[config.mk]
export PLATFORM = sky130hd
export DESIGN_NAME = branch_resolution_unit
export DESIGN_NICKNAME = d
export VERILOG_FILES = /design/src/rtl/branch_resolution_unit.sv
export SDC_FILE = /design/constraint.sdc
export NUM_CORES = 1
export LEC_CHECK = 0
export ABC_CLOCK_PERIOD_IN_PS = 8600
export BUFFER_PORTS_ARGS = -buffer_cell sky130_fd_sc_hd__buf_2
export CELL_PAD_IN_SITES_DETAIL_PLACEMENT = 1
export CELL_PAD_IN_SITES_GLOBAL_PLACEMENT = 2
export CORE_UTILIZATION = 28
export DETAILED_ROUTE_END_ITERATION = 12
export PLACE_DENSITY_LB_ADDON = 0.1
export SLEW_MARGIN = 10
export SYNTH_ARGS = -nofsm -noshare
export SYNTH_HDL_FRONTEND = slang
export SYNTH_SLANG_ARGS = --single-unit
[constraint.sdc]
create_clock -name bru_clk -period 8.6 [get_ports bru_clk]
set_clock_uncertainty 0.1 [all_clocks]
set_input_delay 0.86 -clock bru_clk [delete_from_list [all_inputs] [get_ports bru_clk]]
set_output_delay 0.86 -clock bru_clk [all_outputs]
set_load 0.005 [all_outputs]
[src/rtl/branch_resolution_unit.sv]
// branch_resolution_unit: in-order prediction queue, BTB updates and mispredict redirect/flush; `BRU_STATS_EN adds stat counters
module branch_resolution_unit #(
  parameter int BRU_DEPTH = 4,
  parameter int BRU_CNT_W = $clog2(BRU_DEPTH) + 1
) (
  input  logic                 bru_clk,
  input  logic                 bru_reset,
  input  logic                 bru_fetch_valid,
  input  logic [31:0]          bru_fetch_pc,
  input  logic                 bru_fetch_pred_taken,
  input  logic [31:0]          bru_fetch_pred_target,
  output logic                 bru_fetch_ready,
  input  logic                 bru_resolve_valid,
  input  logic                 bru_resolve_taken,
  input  logic [31:0]          bru_resolve_target,
  output logic                 bru_redirect,
  output logic [31:0]          bru_redirect_pc,
  output logic                 bru_btb_write,
  output logic                 bru_btb_branch_taken,
  output logic [31:0]          bru_btb_new_pc,
  output logic [31:0]          bru_btb_data,
  output logic [BRU_CNT_W-1:0] bru_count,
  output logic                 bru_error
`ifdef BRU_STATS_EN
  ,output logic [31:0]         bru_stat_branches,
  output logic [31:0]          bru_stat_mispredicts
`endif
);
  localparam int PW = $clog2(BRU_DEPTH);
  localparam logic [PW-1:0] ptr_one = 1;
  logic [31:0] q_pc [BRU_DEPTH];
  logic [31:0] q_target [BRU_DEPTH];
  logic q_taken [BRU_DEPTH];
  logic [PW-1:0] head, tail;
  logic push, pop, mis;
  logic [31:0] e_pc, e_target;
  logic e_taken;
  always_comb begin
    bru_fetch_ready = !bru_reset && bru_count < BRU_CNT_W'(BRU_DEPTH);
    push = bru_fetch_valid && bru_fetch_ready;
    pop = bru_resolve_valid && bru_count != '0;
    e_pc = q_pc[head];
    e_target = q_target[head];
    e_taken = q_taken[head];
    mis = pop && (e_taken != bru_resolve_taken || (e_taken && bru_resolve_taken && e_target != bru_resolve_target));
  end
  always_ff @(posedge bru_clk) begin
    if (bru_reset) begin
      head <= '0;
      tail <= '0;
      bru_count <= '0;
      bru_error <= 1'b0;
      bru_redirect <= 1'b0;
      bru_redirect_pc <= '0;
      bru_btb_write <= 1'b0;
      bru_btb_branch_taken <= 1'b0;
      bru_btb_new_pc <= '0;
      bru_btb_data <= '0;
    end else begin
      bru_btb_write <= pop;
      bru_btb_branch_taken <= pop && bru_resolve_taken;
      bru_btb_new_pc <= pop ? e_pc : '0;
      bru_btb_data <= pop ? bru_resolve_target : '0;
      bru_redirect <= mis;
      bru_redirect_pc <= !mis ? '0 : bru_resolve_taken ? bru_resolve_target : e_pc + 32'd4;
      bru_error <= bru_error || (bru_resolve_valid && bru_count == '0);
      if (mis) begin
        head <= '0;
        tail <= '0;
        bru_count <= '0;
      end else begin
        if (push) begin
          q_pc[tail] <= bru_fetch_pc;
          q_target[tail] <= bru_fetch_pred_target;
          q_taken[tail] <= bru_fetch_pred_taken;
          tail <= tail + ptr_one;
        end
        if (pop) head <= head + ptr_one;
        bru_count <= bru_count + BRU_CNT_W'(push) - BRU_CNT_W'(pop);
      end
    end
  end
`ifdef BRU_STATS_EN
  always_ff @(posedge bru_clk) begin
    if (bru_reset) begin
      bru_stat_branches <= '0;
      bru_stat_mispredicts <= '0;
    end else begin
      if (pop && bru_stat_branches != '1) bru_stat_branches <= bru_stat_branches + 32'd1;
      if (mis && bru_stat_mispredicts != '1) bru_stat_mispredicts <= bru_stat_mispredicts + 32'd1;
    end
  end
`endif
endmodule

## Yosys cells after proc, flatten, opt, wreduce, memory -nomap -nowiden

Memories as Yosys holds them, arrays and structs flattened. A register that Yosys moved wholly into a read port is not among the register bits.
Index checks and enable logic that the tools add are counted.
Widths: inputs -> output; s select.

| storage, ports and cells | value |
|---|---|
| output and inout bits | 104 |
| memories kept | 3 |
| bits of input ports | 102 |
| register bits | 107 |
| memory bits (writable) | 260 |

| cells by class | value |
|---|---|
| order comparisons | 1 |
| bitwise gates (word level) | 2 |
| $add $sub $neg | 5 |
| multiplexer cells | 11 |
| reduce and logical (&&, ||, !) cells | 16 |
| equality and inequality tests | 2 |

Memory list:

| memory | depth | width | read ports | clocked after memory_dff | write ports | line | RTL |
|---|---|---|---|---|---|---|---|
| q_pc | 4 | 32 | 1 | 1 | 1 | 31 | `logic [31:0] q_pc [BRU_DEPTH];` |
| q_target | 4 | 32 | 1 | 1 | 1 | 32 | `logic [31:0] q_target [BRU_DEPTH];` |
| q_taken | 4 | 1 | 1 | 1 | 1 | 33 | `logic q_taken [BRU_DEPTH];` |

Operators with widths:

| operator | number |
|---|---|
| $add 32x3->32 const B | 1 |
| $mux 32 | 1 |
| $ne 32x32->1 | 1 |
| $mux 2 | 6 |
| $logic_and 1x1->1 | 8 |
| $reduce_or 2->1 | 3 |
| $add 2x1->2 const B | 2 |
| $mux 1 | 4 |
| $add 3x1->3 | 1 |
| $logic_not 3->1 | 1 |
| $lt 3x3->1 const B | 1 |
| $reduce_bool 3->1 | 1 |
| $sub 3x1->3 | 1 |
| $logic_or 1x1->1 | 2 |
| $not 1->1 | 2 |
| $logic_not 1->1 | 1 |
| $ne 1x1->1 | 1 |

## Depth between registers and ports, before layout

Gate-level depths: netlist (run 1).

| depth | value |
|---|---|
| word-level depth | 7 |
| gate-level depth with buffers | 11 |

## Worst setup path before layout (run 1)

Ideal clock, no wire load.

| path | value |
|---|---|
| path type | flip-flop to flip-flop |
| start | reg with a tool-made name |
| end | mem q_pc[0][0], enable pin |
| slack | 0.668 ns |
| stages on the path, launching flop included | 11 |
| setup time | 0.581 ns |
| path buffers | 4 |
| arrival | 7.251 ns |
| path through | dfxtp_1 > buf_6 > buf_8 > buf_2 > mux4_2 > xor2_1 > nor4_1 > nand4_1 > o211a_1 > buf_4 > nor3b_1 |

RTL lines:

| element | line |
|---|---|
| end: declaration | 31 |

==> results of run 1 <==
-- sequential cells by signal (all words and copies together), names as in the netlist, 2 cells and up, named ones only --
name,flops
bru_count,3
q_pc,128
head,2
tail,2
q_taken,4
bru_redirect_pc,32
q_target,128
bru_btb_new_pc,32
bru_btb_data,32
-- path summary, 6_finish.rpt --
path	end	cells after the start	slack [ns]
worst min register to register	bru_error	2	0.37
worst max register to register	q_pc[0][14]	8	4.02
worst max-delay path	q_pc[0][14]	8	4.02
worst min-delay path	bru_error	2	0.37
-- power by group through the flow --
stage	logic, mW	registers, mW	clock network (mW)
2_1_floorplan	0.599	2.11	0
3_3_place_gp	0.917	2.12	0
3_5_place_dp	0.915	2.13	0
4_1_cts	0.918	2.09	1.96
5_1_grt	0.981	2.10	2.02
6_report	0.887	2.09	1.90
-- worst max-delay path: stages, from the launching register on --
cell     delay (ns)
dfxtp_4        0.58
buf_4          0.57
mux4_2         0.59
xor2_1         0.15
nor4_1         0.41
nand4_1        0.26
o211a_1        0.46
nor3b_2        0.27
buf_4          0.73
-- cells in the mapped netlist (9+ instances only) --
master    instances
nand2_1          17
xor2_1           43
mux2i_1          15
a211oi_1         33
clkbuf_1         25
nor4_1           14
dfxtp_1         109
nor2_1           27
edfxtp_1        260
nor3_1           10
inv_1            15
buf_2             9
mux4_2           55
and2_1           56
a21oi_1          10
mux4_1            9
-- layout make-up --
cell class / count / area [µm²]
Antenna cell: 1 / 2.50
Timing Repair Buffer: 222 / 1150
Inverter: 16 / 60.1
Clock inverter: 22 / 221
Multi-Input combinational cell: 378 / 3720
Fill cell: 5072 / 31800
Tap cell: 664 / 831
Sequential cell: 369 / 10000
Clock buffer: 60 / 1280
-- routing by layer --
metal / GRT usage / wire [µm] / vias up / share of wire
li1: - / - / 3591 / -
met1: 0.222 / 18300 / 4049 / 0.44
met2: 0.269 / 19600 / 222 / 0.48
met3: 0.0331 / 2460 / 57 / 0.060
met4: 0.0454 / 775 / 2 / 0.019
met5: 0 / 13 / - / 0.00032
-- metrics by stage --
stage	setup slack, ns	area (µm²)
after global routing	3.65	17300
final	4.02	17300
after detailed placement	3.86	15800
after global placement	3.90	15800
after floorplan	0.668	14000
after CTS	3.85	17300
-- cells by family after synthesis --
logic type | count (synthesis) | synth area share
buffers and inverters | 58 | 0.0210
xor gates and xnor gates | 50 | 0.0314
DFF | 369 | 0.715
and+or+nand+nor | 165 | 0.0678
muxes | 80 | 0.117
AOI/OAI and AO/OA | 74 | 0.0389
adders and majority gates | 9 | 0.00860
==> results.md, run 1 <==
Layout:
- The net count of the finished layout is between 1000 and 1500.
- The top cell types in the final layout, fill and taps aside, are edfxtp_1 (260), buf_2 (205), dfxtp_1 (107).
- The final design utilization is 0.352.
- The post-route non-filler standard cell count is 1732.
- The area growth from synthesis to layout is 23.6%.
- The leading cell type in the layout, fill and taps excluded is edfxtp_1.
- Of the cells placed in the final design, the portion with a size suffix greater than 1 is 0.339.

Clocking:
- The CTS root buffer is clkbuf_16.
- After clock tree synthesis, the repair step resized 0 gates.
- The clock-pin slew on the worst setup and hold paths is around 0.060 ns.
- TritonCTS created 44 clock buffers.
- Post-CTS timing repair inserted 0 buffers for setup.
- The clock reaches the later pin of the worst-skew pair after roughly 0.56 ns.
- CTS saw roughly 370 sinks.
- The CTS tree is yes.
- The cts-stage hold buffer count is 0.
- The maximum number of buffers from clock root to sink is 3.
- The number of H-tree branching levels is 2.

Routing:
- The initial DRC count is 428.
- In the routed layout, each cell is associated on average with a via count of ~4.6.
- The total detailed-routing wirelength is a little over 40 mm.
- The number of design rule violations left after detail routing is 0.
- The first detailed-routing pass ran for 4 iterations.
- In the final routed layout, each cell accounts on average for 23.8 µm.
- The antenna violation net count after detailed routing is 0.
- The routed layout has 7921 vias.

Synth:
- Synthesis produced a netlist with a net count of 916.
- The sequential element share of the synthesized area is 0.715.
- The register bit count reported by yosys is approximately 370.
- The share of synthesized area in the top cell type comes to 0.559.
- The number of enable flip-flop cells after synthesis is 260.
- In this run, distinct cell masters in the synthesized netlist total 52.
- The largest total area in the synthesized netlist belongs to edfxtp_1.
- In the synthesized netlist the dominant register cell turns out to be edfxtp_1.
- Yosys printed 0 warnings.
- Summing every instance area after synthesis gives about 0.014 mm².
- The synthesized instance count is about 810.
- By area the synthesized netlist is led by edfxtp_1 (56%), dfxtp_1 (16%), mux4_2 (8.9%).
- The share of synthesized flip-flops with an asynchronous set or reset is 0.
- The average cell area after synthesis is between 15 and 20 µm².

Die:
- After floorplanning, the core was sized to cover approximately 0.05 mm².
- The die height is about 230 µm.
- The die covers 0.0508 mm².
- The number of ports placed on the die boundary is just over 200.
- The floorplan has a little over 80 rows.
- The starting utilization of the core area is 0.285.
- The die is about 230 µm wide.

Global routing:
- The number of global-route vias before repair came to between 8000 and 9000.
- Entering global routing, the biggest net connects 56 pins.
- For this run, the total global-route usage over all layers was measured as 0.165.
- The total congestion overflow is 0.
- The initial antenna violation count is 10.
- The first global-routing pass estimated about 59 mm of wire.

Critical path:
- The arrival time at the worst endpoint is approximately 4.7 ns.
- Of all nets on the critical path, the largest fanout is between 50 and 60.
- The critical path data required time is 8.68 ns.
- The type of destination of the critical path is a register.
- The startpoint class of the critical path is a register.
- The class of the most critical setup path is register to register.

Pwr:
- The total power draw is ~5 mW.
- The share of total power dissipated in sequential elements is 0.428.
- Cell internal power was estimated by the tool at about 3.6 mW.
- The leakage power is 6.29 nW.
- In this run the power spent charging and discharging nets is 1.32 mW.
- The portion of total power attributed to the clock network is 0.390.
- The power per unit of standard cell area is 282 mW/mm².
- Of the total power, the share spent switching nets is 0.271.
- The worst vdd rail ir drop is about 0.00012 V.
- The portion of total power attributed to combinational logic is 0.182.

Run:
- Max-cap violations in this run came to 0.

Timing:
- The final count of hold timing violations came to 0.
- Dividing the final minimum period by the clock period gives 0.532.
- Measured against its own limit, the worst slew margin works out to 0.321.
- Setup repair after global routing left no endpoint under its margin.
- The worst-case hold slack is about 0.37 ns.
- For the final routed database, the setup TNS stands at 0 ns.
- The setup-violating endpoint count in the final report is 0.
- The final max-slew violation count is 0.
- The worst path needs roughly 4.6 ns of the cycle, external delays included.
- The peak clock frequency supported by timing is ~220 MHz.
- The actual slew at the worst max-slew pin is slightly above 1 ns.

Min path:
- The class of the most critical hold timing path is register to register.
- The critical hold path startpoint is bru_error.

Place:
- The count of buffers added on input and output ports is between 200 and 250.
- The final weighted congestion of routability-driven global placement is just over 0.7.
- The number of placed cells counting well taps is about 1600.
- After legalization and detailed placement, the total HPWL measured 28.1 mm.

Outcome:
- The flow ran to the end, and the final reports show no timing, DRC or antenna violations.
(Power assumes the default switching activity.)
==> inputs of run 2 (changes only) <==
Settings changed: ABC_AREA from default to 1, ABC_CLOCK_PERIOD_IN_PS 8600 to 4120.
Clock period 8.6 ns to 4.12 ns, I/O delays scaled along.
==> run 2 against run 1 <==
Compared with the run above: combinational power rose to 3.2 times the previous value; clock power grew 100%; core utilization rose by 0.64 points; setup slack got worse by 3.7 ns; synthesized cell count grew 77%; total power grew 130%; critical path depth increased by 9; final cell count rose by 41%; register-to-register slack got worse by 3.7 ns; clock-buffer cell count shrank 1.
==> results.md, run 2 <==
Pwr:
- The power per unit of standard cell area was 582 mW/mm² (+110%).
- The worst vdd rail ir drop came to 0.000287 V (+130%).
- The leakage power is 7.80 nW (+24%).
- The total power draw was 11.0 mW (+130%).

Timing:
- The setup-violating endpoint count in the final report came to 0 (unchanged).
- The worst-case hold slack was 0.0403 ns (-0.326 ns).
- The final count of hold timing violations is 0 (unchanged).
- The post-route clock period utilization is 0.919 (+0.386).
- The final setup slack of the worst path came to 0.335 ns (-3.69 ns).
- The final max-slew violation count is 0 (unchanged).
- The final critical path time including I/O delays and setup was 3.78 ns (-0.791 ns).
- The actual slew at the worst max-slew pin is 0.739 ns (-0.279 ns).
- The total negative slack for setup checks is 0 ns (unchanged).
- The worst-case headroom to the max-slew limit is 0.507 (+0.187).
- The peak clock frequency supported by timing was 264 MHz (+21%).
- Setup repair after global routing left no endpoint under its margin.

Routing:
- The antenna violation net count after detailed routing was 0 (unchanged).
- The final routed wire length divided by cell count is 20.7 µm (-13%).
- The first-pass iteration count of the detailed router is 5 (+1).
- The initial DRC count is 528 (+23%).
- The number of vias in the routed layout came to 11000 (+39%).
- The total detailed-routing wirelength is 50.4 mm (+22%).
- The number of design rule violations left after detail routing is 0 (unchanged).
- The detailed-route vias per instance came to 4.51 (-1.4%).

Synth:
- The share of synthesized area spent on multiplexers is 0 (-0.117).
- The total of warnings raised by yosys is 0 (unchanged).
- The parity-gate share of the synthesized area counting xor and xnor cells is 0.0112 (-0.0202).
- The library cell with the largest summed area after synthesis is edfxtp_1.
- The average cell area after synthesis is 10.5 µm² (-40%).
- The dominant cell by count in the synthesized netlist is nand2_1.
- The register bit count reported by yosys was 369 (unchanged).
- The synthesized instance count was 1421 (+77%).
- By area the synthesized netlist is led by edfxtp_1 (52%), dfxtp_1 (15%), nand2_1 (11%).
- The simple-gate share of the synthesized area was 0.227 (+0.159).
- The share of synthesized flip-flops with an asynchronous set or reset was 0 (unchanged).
- The number of enable flip-flop cells after synthesis came to 260 (unchanged).
- The total nets after synthesis is 1532 (+67%).
- The combinational family with the most area after synthesis is simple AND/OR/NAND/NOR gates.
- The sequential element share of the synthesized area was 0.671 (-0.0437).
- The synthesized cell area is 0.0149 mm² (+6.5%).
- Counting instances in the post-synthesis netlist gives the leading cell types as nand2_1 (436), edfxtp_1 (260), nand3_1 (160), nor2_1 (155), dfxtp_1 (109).
- The complex-gate fraction of the synthesized area was 0.0283 (-0.0105).
- The post-synthesis share of cell area spent on full adders, half adders and majority gates is 0.00807 (-0.000526).
- The number of library cell types mapped by synthesis is 42 (-19%).
- The leading register cell type out of synthesis is edfxtp_1.
- The top-area cell type share of the netlist area was 0.525 (-0.0342).

Global routing:
- The total congestion overflow came to 0 (unchanged).
- The initial antenna violation count is 2 (-8).
- The maximum number of pins on one net before global-route repair is 91 (+63%).
- The global-route wire length before repair was 73.5 mm (+24%).
- The number of global-route vias before repair is 11300 (+34%).
- The all-layer global routing usage is 0.188 (+0.0231).

Place:
- The number of placed cells counting well taps is 2287 (+39%).
- The total half-perimeter wirelength after legalization and detailed placement is 34.9 mm (+24%).
- The final weighted congestion of routability-driven global placement came to 0.753 (+6.0%).
- The number of buffers inserted by port buffering is 205 (unchanged).
- The post-place instance area is 0.0167 mm² (+6.3%).
- The worst slack at placement came to 0.217 ns (-3.65 ns).

Clocking:
- The sink count of the clock tree is 369 (unchanged).
- The TritonCTS buffer count was 44 (unchanged).
- The CTS root buffer is clkbuf_16.
- The number of H-tree branching levels is 2 (unchanged).
- The maximum number of buffers from clock root to sink is 3 (unchanged).
- TritonCTS built the clock tree.
- The clock latency at the later pin of the worst-skew pair was 0.57 ns (about the same).
- The clock-pin slew on the worst setup and hold paths is 0.06 ns (about the same).

Layout:
- The filler cell count is 5920 (+17%).
- The final design area excluding fillers is 0.0188 mm² (+9.1%).
- In the final layout, the registers with the most flip-flops are q_pc: 128 flops, q_target: 128 flops.
- From synthesis to final layout, the design area changed by 26.6%.
- In the layout the commonest cells are nand2_1 (436), edfxtp_1 (260), buf_2 (205).
- The combined area of the multi-input logic cells is 0.00411 mm² (+11%).
- The final design utilization was 0.359 (+0.00644).
- The proportion of layout cells with a drive suffix above 1 came to 0.204 (-0.135).
- The final net count was 1823 (+60%).
- The number of antenna cells inserted is 0 (-1).
- The area taken by flip-flops and latches was 0.00999 mm² (about the same).
- The post-route non-filler standard cell count came to 2434 (+41%).
- Leaving out fill and tap cells, the most frequent cell in the layout is nand2_1.

Critical path:
- The class of the most critical setup path is register to register.
- The number of cell instances on the worst register-to-register path was 17 (+9).
- The critical path data required time is 4.24 ns (-4.44 ns).
- The arrival time at the worst endpoint is 3.90 ns (-0.75 ns).
- The endpoint of the worst register-to-register path is q_pc[1][21].
- STA classifies the critical path startpoint as a register.
- In this run the worst setup path terminates at q_pc[1][21].
- The highest net fanout along the worst path came to 50 (-9.1%).
- The worst setup path is captured at a register.
- The reg-to-reg setup timing slack was 0.34 ns (-3.69 ns).

Die:
- The horizontal die dimension is 233 µm (+3.2%).
- The number of ports placed on the die boundary came to 206 (unchanged).
- The number of rows created at floorplan is 84 (+3.7%).
- The die height is 233 µm (+3.2%).
- The starting utilization of the core area is 0.283 (-0.00165).
- The full die area is 0.0541 mm² (+6.5%).
- The core area was 0.0526 mm² (+7.1%).

Min path:
- In this run the worst hold path is classified as primary input to register.

Run:
- The number of max-capacitance violations reported is 0 (unchanged).

Outcome:
- The run finished with clean final reports.
[run 2: cell type report]
class                           count  area share
Timing Repair Buffer              304       0.112
Inverter                           93      0.0188
Tap cell                          688      0.0457
Clock inverter                     21     0.00897
Clock buffer                       59      0.0657
Multi-Input combinational cell    900       0.218
Sequential cell                   369       0.530
[run 2: how the worst min path moves through the flow]
| stage | start | to | cells past startpoint |
|---|---|---|---|
| after floorplan | bru_error | bru_error | 2 |
| after global placement | bru_error | bru_error | 2 |
| after detailed placement | bru_error | bru_error | 2 |
| after CTS | bru_resolve_target[25] | bru_redirect_pc[25] | 3 |
| after global routing | bru_fetch_pc[2] | q_pc[1][2] | 1 |
| final | bru_resolve_target[25] | bru_redirect_pc[25] | 3 |
[run 2: kinds of logic after synthesis]
family                   Yosys count
AO/OA/AOI/OAI                     74
flip-flops                       369
adder cells (fa/ha/maj)            9
AND/OR/NAND/NOR                  798
XOR/XNOR                          19
buffers and inverters            152
[run 2: power breakdown]
| group | switching (mW) | total (mW) | internal, mW |
|---|---|---|---|
| Combinational | 1.96 | 2.80 | 0.847 |
| Clock | 1.57 | 3.81 | 2.24 |
| Sequential | 0.0977 | 4.36 | 4.27 |
[run 2: metal layers]
metal,track usage,up-vias,share of wire
met1,0.255,5410,0.47
li1,-,5292,-
met4,0.0411,2,0.016
met2,0.310,210,0.47
met5,0,-,0.00016
met3,0.0341,57,0.040
[run 2: critical path, cell delays in order, from the launching register on]
cell	delay, ns
dfxtp_4	0.36
inv_4	0.36
buf_4	0.27
nand2_1	0.06
nand3_1	0.09
nand3_1	0.08
nand2_1	0.09
nand3_1	0.07
nor2_1	0.28
nand2_1	0.10
nor2_1	0.28
nand2_1	0.13
nand2_1	0.12
nand2_1	0.09
nand2_1	0.10
nand2_1	0.23
nor2_4	0.19
buf_12	0.32
[run 2: repair_timing]
item / in CTS / in global routing
buffers inserted: 0 / 1
hold endpoints to repair: 250 / 4
hold buffers: 65 / 1
setup endpoints to repair: 0 / 70
resized for setup: 0 / 2
==> inputs of run 3 (changes only) <==
Settings changed: CORE_MARGIN from default to 4.
==> run 3 against run 2 <==
Compared with the run above: die area increased by 5.2%; non-clock buffer count is 8 lower; hold slack lost 0.011 ns; maximum frequency up 9.6%.
==> results.md, run 3 (synthesis gave the netlist of run 2 again) <==
Outcome:
- The run finished with clean final reports.

Clocking:
- The number of gates resized after cts is 0 (unchanged).
- The TritonCTS buffer count is 43 (-2.3%).
- The tree is rooted in a clkbuf_16.
- The maximum number of buffers from clock root to sink is 3 (unchanged).
- TritonCTS built the clock tree.
- The clock latency at the later pin of the worst-skew pair is 0.56 ns (about the same).
- The cts-stage hold buffer count is 62 (-4.6%).
- The clock-pin slew on the worst setup and hold paths was 0.06 ns (about the same).
- The total setup buffers inserted after CTS is 0 (unchanged).
- The sink count of the clock tree is 369 (unchanged).
- The number of H-tree branching levels came to 2 (unchanged).

Global routing:
- The global-route wire length before repair is 76.9 mm (+4.6%).
- The number of global-route vias before repair is 11600 (+2.5%).
- The maximum number of pins on one net before global-route repair is 99 (+8.8%).
- The initial antenna violation count came to 1 (-1).
- The total congestion overflow is 0 (unchanged).
- The all-layer global routing usage came to 0.182 (-0.00589).

Pwr:
- The portion of total power attributed to sequential cells is 0.401 (+0.003).
- The portion of total power attributed to combinational logic is 0.255 (about the same).
- The total power draw is 10.9 mW (-1.0%).
- The total internal power came to 7.30 mW (-0.66%).
- The share of total power consumed by net switching is 0.328 (-0.00245).
- The power per unit of standard cell area is 582 mW/mm² (about the same).
- The leakage power is 7.72 nW (-1.1%).
- The total net switching power is 3.56 mW (-1.8%).
- The worst vdd rail ir drop is 0.000311 V (+8.4%).
- The portion of total power attributed to the clock network was 0.344 (-0.003).

Critical path:
- The class of the most critical setup path is register to register.
- Counting stages on the worst path, the most repeated cell is nand2_1.
- The type of destination of the critical path is a register.
- The arrival time at the worst endpoint is 3.57 ns (-0.33 ns).
- The maximum single-stage delay on the critical path is 0.33 ns (-0.03 ns).
- The number of buffers and inverters on the critical path came to 3 (unchanged).
- The critical path data required time was 4.23 ns (about the same).
- The cell family contributing the most delay on the critical path is simple AND/OR/NAND/NOR gates.
- Walking the worst path, the cells encountered are inv_2 -> buf_4 -> nand3_1 -> nand2_1 -> nand2_1 -> nand2_1 -> nand2_1 -> nor2_1 -> nand2_1 -> nor2_1 -> nand2_1 -> nand2_1 -> nand2_1 -> nand2_1 -> nand2_1 -> nor2_4 -> buf_12.
- The highest net fanout along the worst path is 53 (+6.0%).
- For this design, the slowest cell found on the critical path is dfxtp_2.
- STA classifies the critical path startpoint as a register.

Timing:
- The post-route clock period utilization was 0.838 (-0.0806).
- Setup repair after global routing left no endpoint under its margin.
- The final max-slew violation count is 0 (unchanged).
- The actual slew at the worst max-slew pin is 0.764 ns (+0.0247 ns).
- The final critical path time including I/O delays and setup came to 3.45 ns (-0.332 ns).
- The peak clock frequency supported by timing is 290 MHz (+9.6%).
- The worst-case headroom to the max-slew limit came to 0.488 (-0.0196).
- The setup-violating endpoint count in the final report is 0 (unchanged).
- The final count of hold timing violations came to 0 (unchanged).

Place:
- The final weighted congestion of routability-driven global placement came to 0.771 (+2.5%).
- The total half-perimeter wirelength after legalization and detailed placement is 36.2 mm (+3.6%).
- The number of buffers inserted by port buffering is 205 (unchanged).
- The post-place instance area is 0.0167 mm² (-0.58%).

Die:
- The die height is 239 µm (+2.6%).
- The horizontal die dimension is 239 µm (+2.6%).
- The core area is 0.0526 mm² (unchanged).
- The number of rows created at floorplan was 84 (unchanged).
- The number of ports placed on the die boundary is 206 (unchanged).
- The starting utilization of the core area was 0.283 (unchanged).
- The full die area came to 0.0569 mm² (+5.2%).

Layout:
- In the final layout, the registers with the most flip-flops are q_pc: 128 flops, q_target: 128 flops.
- In the layout the commonest cells are nand2_1 (436), edfxtp_1 (260), buf_2 (205).
- The final net count is 1814 (-0.49%).
- From synthesis to final layout, the design area changed by 25.5%.
- The proportion of layout cells with a drive suffix above 1 is 0.198 (-0.00585).
- The leading cell type in the layout, fill and taps excluded is nand2_1.
- The final design area excluding fillers is 0.0187 mm² (-0.93%).
- The filler cell count came to 5937 (+0.29%).

Routing:
- The total detailed-routing wirelength is 52.0 mm (+3.1%).
- The final routed wire length divided by cell count is 21.4 µm (+3.4%).
- The initial DRC count is 555 (+5.1%).
- The detailed-route vias per instance is 4.51 (+0.15%).
- The antenna violation net count after detailed routing is 0 (unchanged).
- The number of vias in the routed layout was 11000 (-0.18%).
- The number of design rule violations left after detail routing came to 0 (unchanged).
- The first-pass iteration count of the detailed router is 5 (unchanged).

Run:
- The number of max-capacitance violations reported is 0 (unchanged).

Min path:
- The path class of the tightest hold or removal check is primary input to register.
[run 3: changes by cell type in the layout (fill, tap and decap cells not counted), moves of 2 or more]
cell,previous run,this run
buf_12,14,7
bufinv_16,2,0
buf_4,19,22
clkinv_2,11,4
clkbuf_16,45,48
clkbuf_1,8,14
dlygate4sd3_1,66,62
[run 3: metrics by stage]
step	std cells	TNS (ns)	utilization	setup WS, ns	hold slack [ns]
after floorplan	1421	-256.35	-	-0.986	0.341
after global placement	2284	0	0.317	0.649	0.348
after detailed placement	2284	0	0.317	0.572	0.343
after CTS	2425	0	0.355	0.567	0.00146
after global routing	2425	0	0.355	0.260	0.00841
final	2426	0	0.355	0.667	0.0293
[run 3: final cells by class]
class	instances	area [µm²]	area share
Antenna cell	1	2.50	0.000134
Inverter	93	352	0.0188
Multi-Input combinational cell	900	4110	0.220
Tap cell	688	861	0.0461
Sequential cell	369	9990	0.535
Clock inverter	12	67.6	0.00362
Timing Repair Buffer	296	1950	0.105
Clock buffer	67	1320	0.0709
[run 3: final timing paths]
path                                       start          end  slack [ns]  depth (start not counted)
worst max register to register          register  q_pc[1][30]        0.67                         17
worst min-delay path            bru_fetch_pc[18]  q_pc[1][18]        0.03                          1
worst max-delay path                    register  q_pc[1][30]        0.67                         17
worst min register to register           head[1]     register        0.44                          3
[run 3: metal layers]
layer | global-route usage | vias to the layer above | wire length (µm)
li1 | - | 5285 | -
met1 | 0.250 | 5389 | 24200
met2 | 0.306 | 224 | 24900
met3 | 0.0276 | 53 | 2000
met4 | 0.0412 | 0 | 885
met5 | 0 | - | 0
[run 3: power by group through the flow]
| stage | combinational (mW) | sequential [mW] | clock, mW |
|---|---|---|---|
| 6_report | 2.77 | 4.36 | 3.73 |
| 5_1_grt | 3.15 | 4.38 | 4.02 |
| 4_1_cts | 2.86 | 4.36 | 3.87 |
| 3_5_place_dp | 2.79 | 4.43 | 0 |
| 3_3_place_gp | 2.78 | 4.43 | 0 |
| 2_1_floorplan | 1.81 | 4.44 | 0 |
